[src/rtl/vend_pkg.sv]
// Shared types and constants for the vending controller: FSM states, coin and
// change-coin values (in units of 10 cents) and stock counter constants.
package vend_pkg;

  typedef enum logic [1:0] {
    ST_IDLE   = 2'd0,
    ST_COIN   = 2'd1,
    ST_VEND   = 2'd2,
    ST_REFUND = 2'd3
  } vend_state_e;

  typedef enum logic [1:0] {
    CHG_10  = 2'd0,
    CHG_20  = 2'd1,
    CHG_50  = 2'd2,
    CHG_100 = 2'd3
  } change_code_e;

  localparam int COIN_VAL_10  = 1;
  localparam int COIN_VAL_20  = 2;
  localparam int COIN_VAL_50  = 5;
  localparam int COIN_VAL_100 = 10;

  localparam int              STOCK_W    = 4;
  localparam logic [STOCK_W-1:0] STOCK_INIT = 4'd9;

  function automatic int unsigned change_value(change_code_e code);
    int unsigned v;
    case (code)
      CHG_10:  v = COIN_VAL_10;
      CHG_20:  v = COIN_VAL_20;
      CHG_50:  v = COIN_VAL_50;
      default: v = COIN_VAL_100;
    endcase
    return v;
  endfunction

endpackage

[src/rtl/vend_change_dispenser.sv]
// Greedy change selection: offers the largest coin not exceeding the credit and
// reports how much credit a completed valid/ready handshake consumes.
module vend_change_dispenser
  import vend_pkg::*;
#(
  parameter int MONEY_W = 10
) (
  input  logic [MONEY_W-1:0] credit_i,
  input  logic               en_i,
  input  logic               ready_i,
  output logic               valid_o,
  output logic [1:0]         code_o,
  output logic [MONEY_W-1:0] dec_o
);

  change_code_e code;

  always_comb begin
    if (credit_i >= MONEY_W'(COIN_VAL_100))     code = CHG_100;
    else if (credit_i >= MONEY_W'(COIN_VAL_50)) code = CHG_50;
    else if (credit_i >= MONEY_W'(COIN_VAL_20)) code = CHG_20;
    else                                        code = CHG_10;
  end

  // The offered coin is a pure function of credit, which only moves on a
  // handshake, so valid/code stay stable while the hopper is not ready.
  assign valid_o = en_i && (credit_i != '0);
  assign code_o  = code;
  assign dec_o   = (valid_o && ready_i) ? MONEY_W'(change_value(code)) : '0;

endmodule

[src/rtl/vend_controller.sv]
// Vending machine controller: item select, coin credit, timed vend and greedy
// change refund. Define VEND_STOCK_EN to add per-item stock tracking.
//
// state  | meaning
// IDLE   | waiting for a product switch
// COIN   | collecting coins toward the latched price, idle timeout running
// VEND   | dispense motor on for VEND_S ticks
// REFUND | paying out remaining credit, minimum REFUND_S ticks
module vend_controller
  import vend_pkg::*;
#(
  parameter int NUM_ITEMS = 3,
  parameter int MONEY_W   = 10,
  parameter int TIMEOUT_S = 10,
  parameter int VEND_S    = 2,
  parameter int REFUND_S  = 2,
  localparam int IDX_W    = (NUM_ITEMS > 1) ? $clog2(NUM_ITEMS) : 1
) (
  input  logic                         clk,
  input  logic                         rst_n,
  input  logic                         tick_1hz,
  input  logic [NUM_ITEMS-1:0]         sel_i,
  input  logic [NUM_ITEMS*MONEY_W-1:0] prices_i,
  input  logic [2:0]                   coin_i,
  input  logic                         cancel_i,
  input  logic                         change_ready_i,
  output logic [1:0]                   state_o,
  output logic [MONEY_W-1:0]           credit_o,
  output logic [IDX_W-1:0]             item_o,
  output logic                         vend_o,
  output logic                         change_valid_o,
  output logic [1:0]                   change_coin_o
`ifdef VEND_STOCK_EN
  ,
  input  logic                         restock_i,
  output logic [NUM_ITEMS-1:0]         soldout_o
`endif
);

  localparam int T_MAX = (TIMEOUT_S > VEND_S) ?
                         ((TIMEOUT_S > REFUND_S) ? TIMEOUT_S : REFUND_S) :
                         ((VEND_S > REFUND_S) ? VEND_S : REFUND_S);
  localparam int TMR_W = $clog2(T_MAX + 1);

  vend_state_e          state_q, state_d;
  logic [MONEY_W-1:0]   credit_q, credit_d;
  logic [MONEY_W-1:0]   price_q, price_d;
  logic [IDX_W-1:0]     item_q, item_d;
  logic [TMR_W-1:0]     timer_q, timer_d;
  logic                 vend_q, vend_d;

  logic [NUM_ITEMS-1:0] avail;
  logic                 sel_hit;
  logic [IDX_W-1:0]     sel_idx;
  logic [MONEY_W-1:0]   sel_price;
  logic                 coin_hit;
  logic [MONEY_W-1:0]   coin_val;
  logic [MONEY_W:0]     coin_sum;
  logic [MONEY_W-1:0]   coin_credit;
  logic [MONEY_W-1:0]   chg_dec;

  vend_change_dispenser #(.MONEY_W(MONEY_W)) u_change (
    .credit_i (credit_q),
    .en_i     (state_q == ST_REFUND),
    .ready_i  (change_ready_i),
    .valid_o  (change_valid_o),
    .code_o   (change_coin_o),
    .dec_o    (chg_dec)
  );

  always_comb begin
    sel_hit   = 1'b0;
    sel_idx   = '0;
    sel_price = '0;
    // Descending scan so the lowest available selected index wins.
    for (int k = NUM_ITEMS - 1; k >= 0; k--) begin
      if (sel_i[k] && avail[k]) begin
        sel_hit   = 1'b1;
        sel_idx   = IDX_W'(k);
        sel_price = prices_i[k*MONEY_W +: MONEY_W];
      end
    end
  end

  always_comb begin
    coin_hit = |coin_i;
    if (coin_i[0])      coin_val = MONEY_W'(COIN_VAL_20);
    else if (coin_i[1]) coin_val = MONEY_W'(COIN_VAL_50);
    else if (coin_i[2]) coin_val = MONEY_W'(COIN_VAL_100);
    else                coin_val = '0;
    coin_sum    = {1'b0, credit_q} + {1'b0, coin_val};
    coin_credit = coin_sum[MONEY_W] ? '1 : coin_sum[MONEY_W-1:0];
  end

  always_comb begin
    state_d  = state_q;
    credit_d = credit_q;
    price_d  = price_q;
    item_d   = item_q;
    timer_d  = timer_q;
    vend_d   = vend_q;
    unique case (state_q)
      ST_IDLE: begin
        if (sel_hit) begin
          item_d   = sel_idx;
          price_d  = sel_price;
          credit_d = '0;
          timer_d  = '0;
          state_d  = ST_COIN;
        end
      end
      ST_COIN: begin
        if (credit_q >= price_q) begin
          state_d = ST_VEND;
          vend_d  = 1'b1;
          timer_d = '0;
        end else if (cancel_i) begin
          state_d = ST_REFUND;
          timer_d = '0;
        end else if (coin_hit) begin
          credit_d = coin_credit;
          timer_d  = '0;
        end else if (tick_1hz) begin
          if (timer_q == TMR_W'(TIMEOUT_S - 1)) begin
            state_d = ST_REFUND;
            timer_d = '0;
          end else begin
            timer_d = timer_q + 1'b1;
          end
        end
      end
      ST_VEND: begin
        if (tick_1hz) begin
          if (timer_q == TMR_W'(VEND_S - 1)) begin
            vend_d   = 1'b0;
            credit_d = credit_q - price_q;
            timer_d  = '0;
            state_d  = ST_REFUND;
          end else begin
            timer_d = timer_q + 1'b1;
          end
        end
      end
      ST_REFUND: begin
        credit_d = credit_q - chg_dec;
        if (tick_1hz && (timer_q < TMR_W'(REFUND_S))) timer_d = timer_q + 1'b1;
        if ((credit_q == '0) && (timer_q >= TMR_W'(REFUND_S)) && (sel_i == '0)) begin
          state_d = ST_IDLE;
          timer_d = '0;
        end
      end
    endcase
  end

  always_ff @(posedge clk or negedge rst_n) begin
    if (!rst_n) begin
      state_q  <= ST_IDLE;
      credit_q <= '0;
      price_q  <= '0;
      item_q   <= '0;
      timer_q  <= '0;
      vend_q   <= 1'b0;
    end else begin
      state_q  <= state_d;
      credit_q <= credit_d;
      price_q  <= price_d;
      item_q   <= item_d;
      timer_q  <= timer_d;
      vend_q   <= vend_d;
    end
  end

  assign state_o  = state_q;
  assign credit_o = credit_q;
  assign item_o   = item_q;
  assign vend_o   = vend_q;

`ifdef VEND_STOCK_EN
  logic [NUM_ITEMS-1:0][STOCK_W-1:0] stock_q, stock_d;
  logic                              vend_exit;

  assign vend_exit = (state_q == ST_VEND) && tick_1hz && (timer_q == TMR_W'(VEND_S - 1));

  always_comb begin
    stock_d = stock_q;
    avail   = '0;
    for (int k = 0; k < NUM_ITEMS; k++) begin
      avail[k] = (stock_q[k] != '0);
      if (restock_i) stock_d[k] = STOCK_INIT;
      else if (vend_exit && (item_q == IDX_W'(k))) stock_d[k] = stock_q[k] - 1'b1;
    end
  end

  always_ff @(posedge clk or negedge rst_n) begin
    if (!rst_n) stock_q <= {NUM_ITEMS{STOCK_INIT}};
    else        stock_q <= stock_d;
  end

  assign soldout_o = ~avail;
`else
  assign avail = '1;
`endif

endmodule

[config.mk]
export PLATFORM = sky130hd
export DESIGN_NAME = vend_controller
export DESIGN_NICKNAME = d
export VERILOG_FILES = /design/src/rtl/vend_pkg.sv /design/src/rtl/vend_change_dispenser.sv /design/src/rtl/vend_controller.sv
export SDC_FILE = /design/constraint.sdc
export NUM_CORES = 1
export LEC_CHECK = 0
export CORE_AREA = 2 2 85 87
export DETAILED_ROUTE_END_ITERATION = 7
export DIE_AREA = 0 0 87 89
export HOLD_SLACK_MARGIN = 0.08
export PLACE_DENSITY = 0.86
export SLEW_MARGIN = 0
export SYNTH_ARGS = -nofsm -noshare
export SYNTH_HDL_FRONTEND = slang
export SYNTH_HIERARCHICAL = 1
export SYNTH_SLANG_ARGS = --single-unit
[constraint.sdc]
create_clock -name clk -period 2.6 [get_ports clk]
set_input_delay 0.52 -clock clk [delete_from_list [all_inputs] [get_ports clk]]
set_output_delay 0.52 -clock clk [all_outputs]
set_load 0.02 [all_outputs]
==> reports/results.ini, run 1 <==
[status]
status = finished, violations left
failed_checks = negative setup slack

[setup_path]
path_max_fanout = 4
critical_path.cell_chain = nor2_4 > nand3_4 > o211ai_4 > nor2_2 > ha_2 > fa_2 > nand2b_4 > a21oi_2 > o21ai_2 > a21oi_2 > xor2_1 > a222oi_1 > o21ai_1
slowest_stage = dfrtp_2
path_class = flop to flop
end_kind = flop
startpoint_type = flop
cp.depth = 13
crit_required_ps = 2760
max_stage_delay_ps = 420
worst-r2r-cell-count = 13
cp_common_cell = a21oi_2
path_buf_inv = 0
cpLargestDelayFamily = compound AO/OA/AOI/OAI gates
arrival_ps = 2880

[yosys]
synth-seq-area-share_pct = 22.5
synth.ff_latch_count = 29
synth.distinct_cells = 73
synth_area_leaders = dfrtp_1, ha_1, a21oi_1
yosys_most_used_dff = dfrtp_1
synth_top_cell_by_area = dfrtp_1
synthTopCellsByCount = nor2_1, inv_1, nand2_1, a21oi_1, ha_1
yosysTopAreaCellShare_pct = 22.5
yosysMostFrequentCell = nor2_1
synth_edf_count = 0
syn_inst = 407
syn_avg_cell_area_um2 = 7.93
yosys_warnings = 6
async_reset_ff_share_pct = 100
synth_area_um2 = 3230

[die]
ios = 59
fp.dieW_um = 87
start_util_pct = 48.1
die_area_um2 = 7740
core_area_um2 = 6720
rows = 30
die_h_um = 89

[clocking]
path_clk_slew_ps = 60
cts_buffers = 5
cts_tree = done
htreeDepth = 2
worstSkewPairLatency_ps = 290
clkSinkCount = 29
cts-root-buf = clkbuf_8
clock_path_buffers = 2

[sta]
timing.fmax_mhz = 368
worst_slew_pin_slew_ps = 593
rsz0062_at_grt = true
finalCriticalPeriod_ps = 2720
skew_ps = 7.55
setup_viol = 1
hold_viol = 0
layout_setup_ws_ps = -119
slew_viol_final = 0
min_period_over_period_pct = 105
slew_headroom_pct = 60.4

[route]
avgRoutedWirePerCell_um = 16.0
postRouteAntennaNets = 0
drtIter0Drc = 265
vias = 3509
drc_errors = 0
route.met2.wl_um = 4840
first_pass_iters = 5
via_per_inst = 5.92
wl_met3_um = 781
wl_um = 9500
topRoutingLayerUsed = met4
met1Wirelength_um = 3610

[flow_run]
drv_cap = 0

[finish]
num-fill-cells = 504
diodes = 0
stdcell_area_um2 = 4600
post-route-util_pct = 68.4
drive_above_1_share_pct = 26.7
area_growth_syn_to_layout_pct = 42.4
nets = 587

[power_and_ir_drop]
p_per_area_nw_per_um2 = 1210
vdd_drop_max_mv = 0.493
power.leakage_nw = 2.01

[global_routing]
grt_overflow_total = 0
grt_max_degree = 30
antenna_found_initial = 0
grt_pass1_wl_um = 15000
first_global_vias = 3378
grt_usage_pct = 24.3

[placed_design]
dpl.hpwl_um = 6840
gp_congestion = 0.901
io_buffers = 58
postPlaceCellArea_um2 = 4160

[min_path]
hp-class = flop to flop
whs_path_depth = 2

-- metal layers --
metal	vias to the layer above	global-route usage (%)
met3	29	5.26
met1	1617	27.9
li1	1667	-
met2	196	44.0
met4	0	9.52
met5	-	0
-- state kept, by name, summed over array words and instances, names as in the netlist --
register  cells
timer_q       4
item_o        2
price_q      10
credit_o     10
vend_o        1
state_o       2
-- final cells by class --
cell class              count  area, µm²  area share, %
clock buffers               6       72.6           1.58
clock inverters             2       10.0          0.218
inverters                  36        135           2.94
multi-input cells         328       2560           55.6
flip-flops and latches     29        738           16.1
well taps                  80        100           2.18
repair buffers            112        986           21.4
-- stage by stage --
| step | setup slack [ps] | cells | TNS (ps) | hold slack [ps] | power, mW |
|---|---|---|---|---|---|
| 5_1_grt | -186 | 593 | -624 | 516 | 5.94 |
| 3_5_place_dp | -472 | 574 | -3910 | 470 | 4.46 |
| 4_1_cts | -96.6 | 586 | -140 | 483 | 4.95 |
| 6_report | -119 | 593 | -119 | 479 | 5.55 |
| 2_1_floorplan | -19.8 | 412 | -42.2 | 224 | 3.27 |
| 3_3_place_gp | -335 | 574 | -2790 | 463 | 4.30 |
-- where the power goes --
part	switching [mW]	internal, mW
Combinational	2.45	1.98
Sequential	0.123	0.635
Clock	0.174	0.185
-- cells by family after synthesis --
family,share of synthesized area (%)
compound gates,30.4
xor+xnor,4.61
fa+ha+maj,13.9
buf+inv,7.56
flops,22.5
mux,0.659
other cells,0.116
simple gates,20.3
-- layout by cell type (no fill, tap or decap), types with 4 or more instances in the layout --
| cell | synthesis | final |
|---|---|---|
| inv_1 | 36 | 36 |
| a21o_1 | 5 | 5 |
| a21oi_2 | 2 | 6 |
| buf_4 | 7 | 54 |
| clkdlybuf4s50_1 | 0 | 55 |
| a22oi_1 | 10 | 10 |
| o31ai_1 | 5 | 5 |
| nor2_4 | 1 | 6 |
| nand2_1 | 36 | 36 |
| nand3_1 | 10 | 10 |
| clkbuf_8 | 0 | 5 |
| ha_1 | 31 | 26 |
| xnor2_1 | 10 | 8 |
| nand2b_1 | 12 | 9 |
| dfrtp_1 | 29 | 19 |
| ha_2 | 0 | 4 |
| o21ai_0 | 25 | 22 |
| dfrtp_2 | 0 | 10 |
| o21a_1 | 8 | 8 |
| nor3_1 | 4 | 4 |
| a221oi_2 | 1 | 4 |
| a21oi_1 | 31 | 25 |
| o21ai_2 | 3 | 4 |
| nand4_1 | 5 | 5 |
| conb_1 | 1 | 6 |
| xor2_1 | 7 | 6 |
| o21ai_1 | 4 | 5 |
| a31oi_1 | 5 | 4 |
| nor2_1 | 37 | 31 |
-- worst reg2reg max path, stage by stage (launching register included) --
cell      delay (ps)
dfrtp_2          420
nor2_4           170
nand3_4          110
o211ai_4         290
nor2_2            70
ha_2             180
fa_2             350
nand2b_4         150
a21oi_2          140
o21ai_2           70
a21oi_2          160
xor2_1           100
a222oi_1         280
o21ai_1          100
-- timing repair --
action | in CTS | in global routing
gates resized for setup | 19 | 39
setup endpoints to repair | 10 | 16
setup buffers | 4 | 8
pin swaps | 13 | 31
hold buffers | 0 | 0
-- path summary, 6_finish.rpt --
| kind | from | endpoint | slack [ps] |
|---|---|---|---|
| setup / recovery | credit_o[8] | credit_o[8] | -120 |
| hold / removal | price_q[2] | price_q[2] | 480 |
| setup reg to reg | credit_o[8] | credit_o[8] | -120 |
| hold reg to reg | price_q[2] | price_q[2] | 480 |
| max in group asynchronous | rst_n | credit_o[0] | 1690 |
| min in group asynchronous | rst_n | timer_q[3] | 610 |
(Power assumes the default switching activity.)
==> inputs of run 2 (changes only) <==
- CORE_AREA: 2 2 85 87 -> 2 2 81 83
- DIE_AREA: 0 0 87 89 -> 0 0 83 85
- PLACE_DENSITY: 0.86 -> 0.9
- clock period: 2.6 -> 2.85 ns (I/O delays scaled with it)
==> reports/results.ini, run 2 (synthesized netlist as in run 1, its figures left out) <==
[placed_design]
dp_slack_ps = -217  ; +256 ps
io_buffers = 58  ; unchanged
postPlaceCellArea_um2 = 4050  ; -2.7%
dpl.hpwl_um = 6890  ; +0.70%
post-place-cells = 559  ; -2.6%
gp_congestion = 0.857  ; -4.9%

[sta]
timing.fmax_mhz = 362
worst_slew_pin_slew_ps = 649  ; +56.1 ps
skew_ps = 4.47  ; -3.08 ps
slew_headroom_pct = 56.6  ; -3.7 points
setup_viol = 0  ; -1
finalCriticalPeriod_ps = 2760
layout_setup_ws_ps = 88.5  ; +207 ps
min_period_over_period_pct = 96.9
hold_viol = 0  ; unchanged
rsz0062_at_grt = true
slew_viol_final = 0  ; unchanged

[clocking]
cts-root-buf = clkbuf_8
worstSkewPairLatency_ps = 290  ; about the same
path_clk_slew_ps = 60  ; about the same
postCtsHoldBufs = 0  ; unchanged
clock_path_buffers = 2  ; unchanged
cts_tree = done
clkSinkCount = 29  ; unchanged
cts_buffers = 5  ; unchanged
htreeDepth = 2  ; unchanged

[global_routing]
antenna_found_initial = 0  ; unchanged
grt_max_degree = 30  ; unchanged
grt_usage_pct = 24.4  ; +0.077 points
grt_overflow_total = 0  ; unchanged
first_global_vias = 3314  ; -1.9%
grt_pass1_wl_um = 14200  ; -5.3%

[finish]
final_cell_mix = clkdlybuf4s50_1, inv_1, nand2_1, nor2_1, buf_4
drive_above_1_share_pct = 16.2  ; -10 points
layout.cells.non_filler = 570  ; -3.9%
post-route-util_pct = 68.2  ; -0.28 points
stdcell_area_um2 = 4230  ; -8.0%
final_common_cell = clkdlybuf4s50_1
nets = 567  ; -3.4%
diodes = 0  ; unchanged
area_growth_syn_to_layout_pct = 31.0

[setup_path]
startpoint = coin_i[1]
r2r-end = credit_o[8]
cp_common_cell = inv_1
max_stage_delay_ps = 480  ; +60 ps
critical_path.cell_chain = clkdlybuf4s50_1 > inv_1 > nor2_2 > ha_1 > inv_1 > fa_2 > nor2b_2 > o31a_1 > buf_4 > a31oi_1 > a22o_1 > a21oi_2 > o21ai_2
end_kind = flop
startpoint_type = input pin
worst-r2r-cell-count = 13  ; unchanged
cpLargestDelayFamily = compound AO/OA/AOI/OAI gates
reg2reg_slack_ps = 110  ; +230 ps
path_max_fanout = 4  ; unchanged
rr_startpoint = credit_o[8]
slowest_stage = clkdlybuf4s50_1
path_class = input pin to flop
path_buf_inv = 4  ; +4
crit_required_ps = 3030  ; +270 ps
arrival_ps = 2940  ; +60 ps

[power_and_ir_drop]
power.leakage_nw = 1.87  ; -6.9%
p_per_area_nw_per_um2 = 1070  ; -12%
finalPower_mw = 4.51  ; -19%
vdd_drop_max_mv = 0.625  ; +27%

[route]
avgRoutedWirePerCell_um = 15.2  ; -5.4%
via_per_inst = 5.85  ; -1.2%
first_pass_iters = 5  ; unchanged
drtIter0Drc = 227  ; -14%
wl_um = 8640  ; -9.1%
topRoutingLayerUsed = met4
vias = 3332  ; -5.0%
postRouteAntennaNets = 0  ; unchanged
route.met2.wl_um = 4330  ; -11%
met1Wirelength_um = 3470  ; -3.9%
drc_errors = 0  ; unchanged
wl_met3_um = 531  ; -32%

[min_path]
hold_start = price_q[3]
min_to = price_q[3]
whs_path_depth = 2  ; unchanged
hp-class = flop to flop

[die]
start_util_pct = 52.0  ; +4.0 points
ios = 59  ; unchanged
die_h_um = 85  ; -4.5%
rows = 29  ; -3.3%
core_area_um2 = 6200  ; -7.7%
fp.dieW_um = 83  ; -4.6%
die_area_um2 = 7060  ; -8.9%

[flow_run]
drv_cap = 0  ; unchanged

[status]
status = finished clean

run 2: changes by cell type in the layout (fill, tap and decap cells not counted), sizes merged:
cell and change:
dlymetal6s2s -1, buf -20, dlygate4sd2 -2, clkdlybuf4s50 +3
run 2: per-layer routing:
metal | GRT usage (%) | up-vias
met5 | 0 | -
met4 | 13.6 | 0
met3 | 4.38 | 28
met2 | 44.6 | 145
met1 | 26.7 | 1529
li1 | - | 1630
run 2: final cells by class:
type                            count  area (µm²)
Inverter                           36         135
Timing Repair Buffer               92         836
Clock buffer                        6        72.6
Sequential cell                    29         726
Tap cell                           77        96.3
Multi-Input combinational cell    328        2350
Fill cell                         498        1980
Clock inverter                      2        10.0
run 2: worst max path at each step:
stage	cells past startpoint	slack [ps]	endpoint
3_5_place_dp	13	-220	credit_o[6]
6_report	13	90	credit_o[6]
3_3_place_gp	13	-120	credit_o[6]
4_1_cts	13	2	credit_o[8]
2_1_floorplan	12	160	credit_o[8]
5_1_grt	14	-100	credit_o[5]
run 2: power by group:
group          leakage (nW)  total [mW]  switching [mW]  internal, mW
sequential            0.372       0.691           0.121         0.571
combinational          1.45        3.50            1.96          1.54
clock                0.0450       0.323           0.154         0.169
total                  1.87        4.51            2.24          2.28
run 2: stage by stage:
stage	hold WS, ps	TNS, ps
finish	481	0
CTS	484	0
detailed placement	471	-1550
global route	512	-113
global placement	464	-571
floorplan	274	0
run 2: timing repair:
action | 4_1_cts | 5_1_grt
endpoints found under the setup margin | 1 | 13
gates cloned | 0 | 0
resized for setup | 1 | 16
pin swaps | 0 | 4
setup buffers | 0 | 3
run 2: worst reg2reg max path: stages (launching register included):
cell	delay (ps)
dfrtp_1	410
nor2_4	150
nand3_2	130
o211ai_4	240
nor2_1	80
ha_1	210
fa_2	350
nand2b_1	180
a21oi_1	130
o21ai_0	120
a21oi_1	190
xor2_1	100
a222oi_1	230
o21ai_1	100
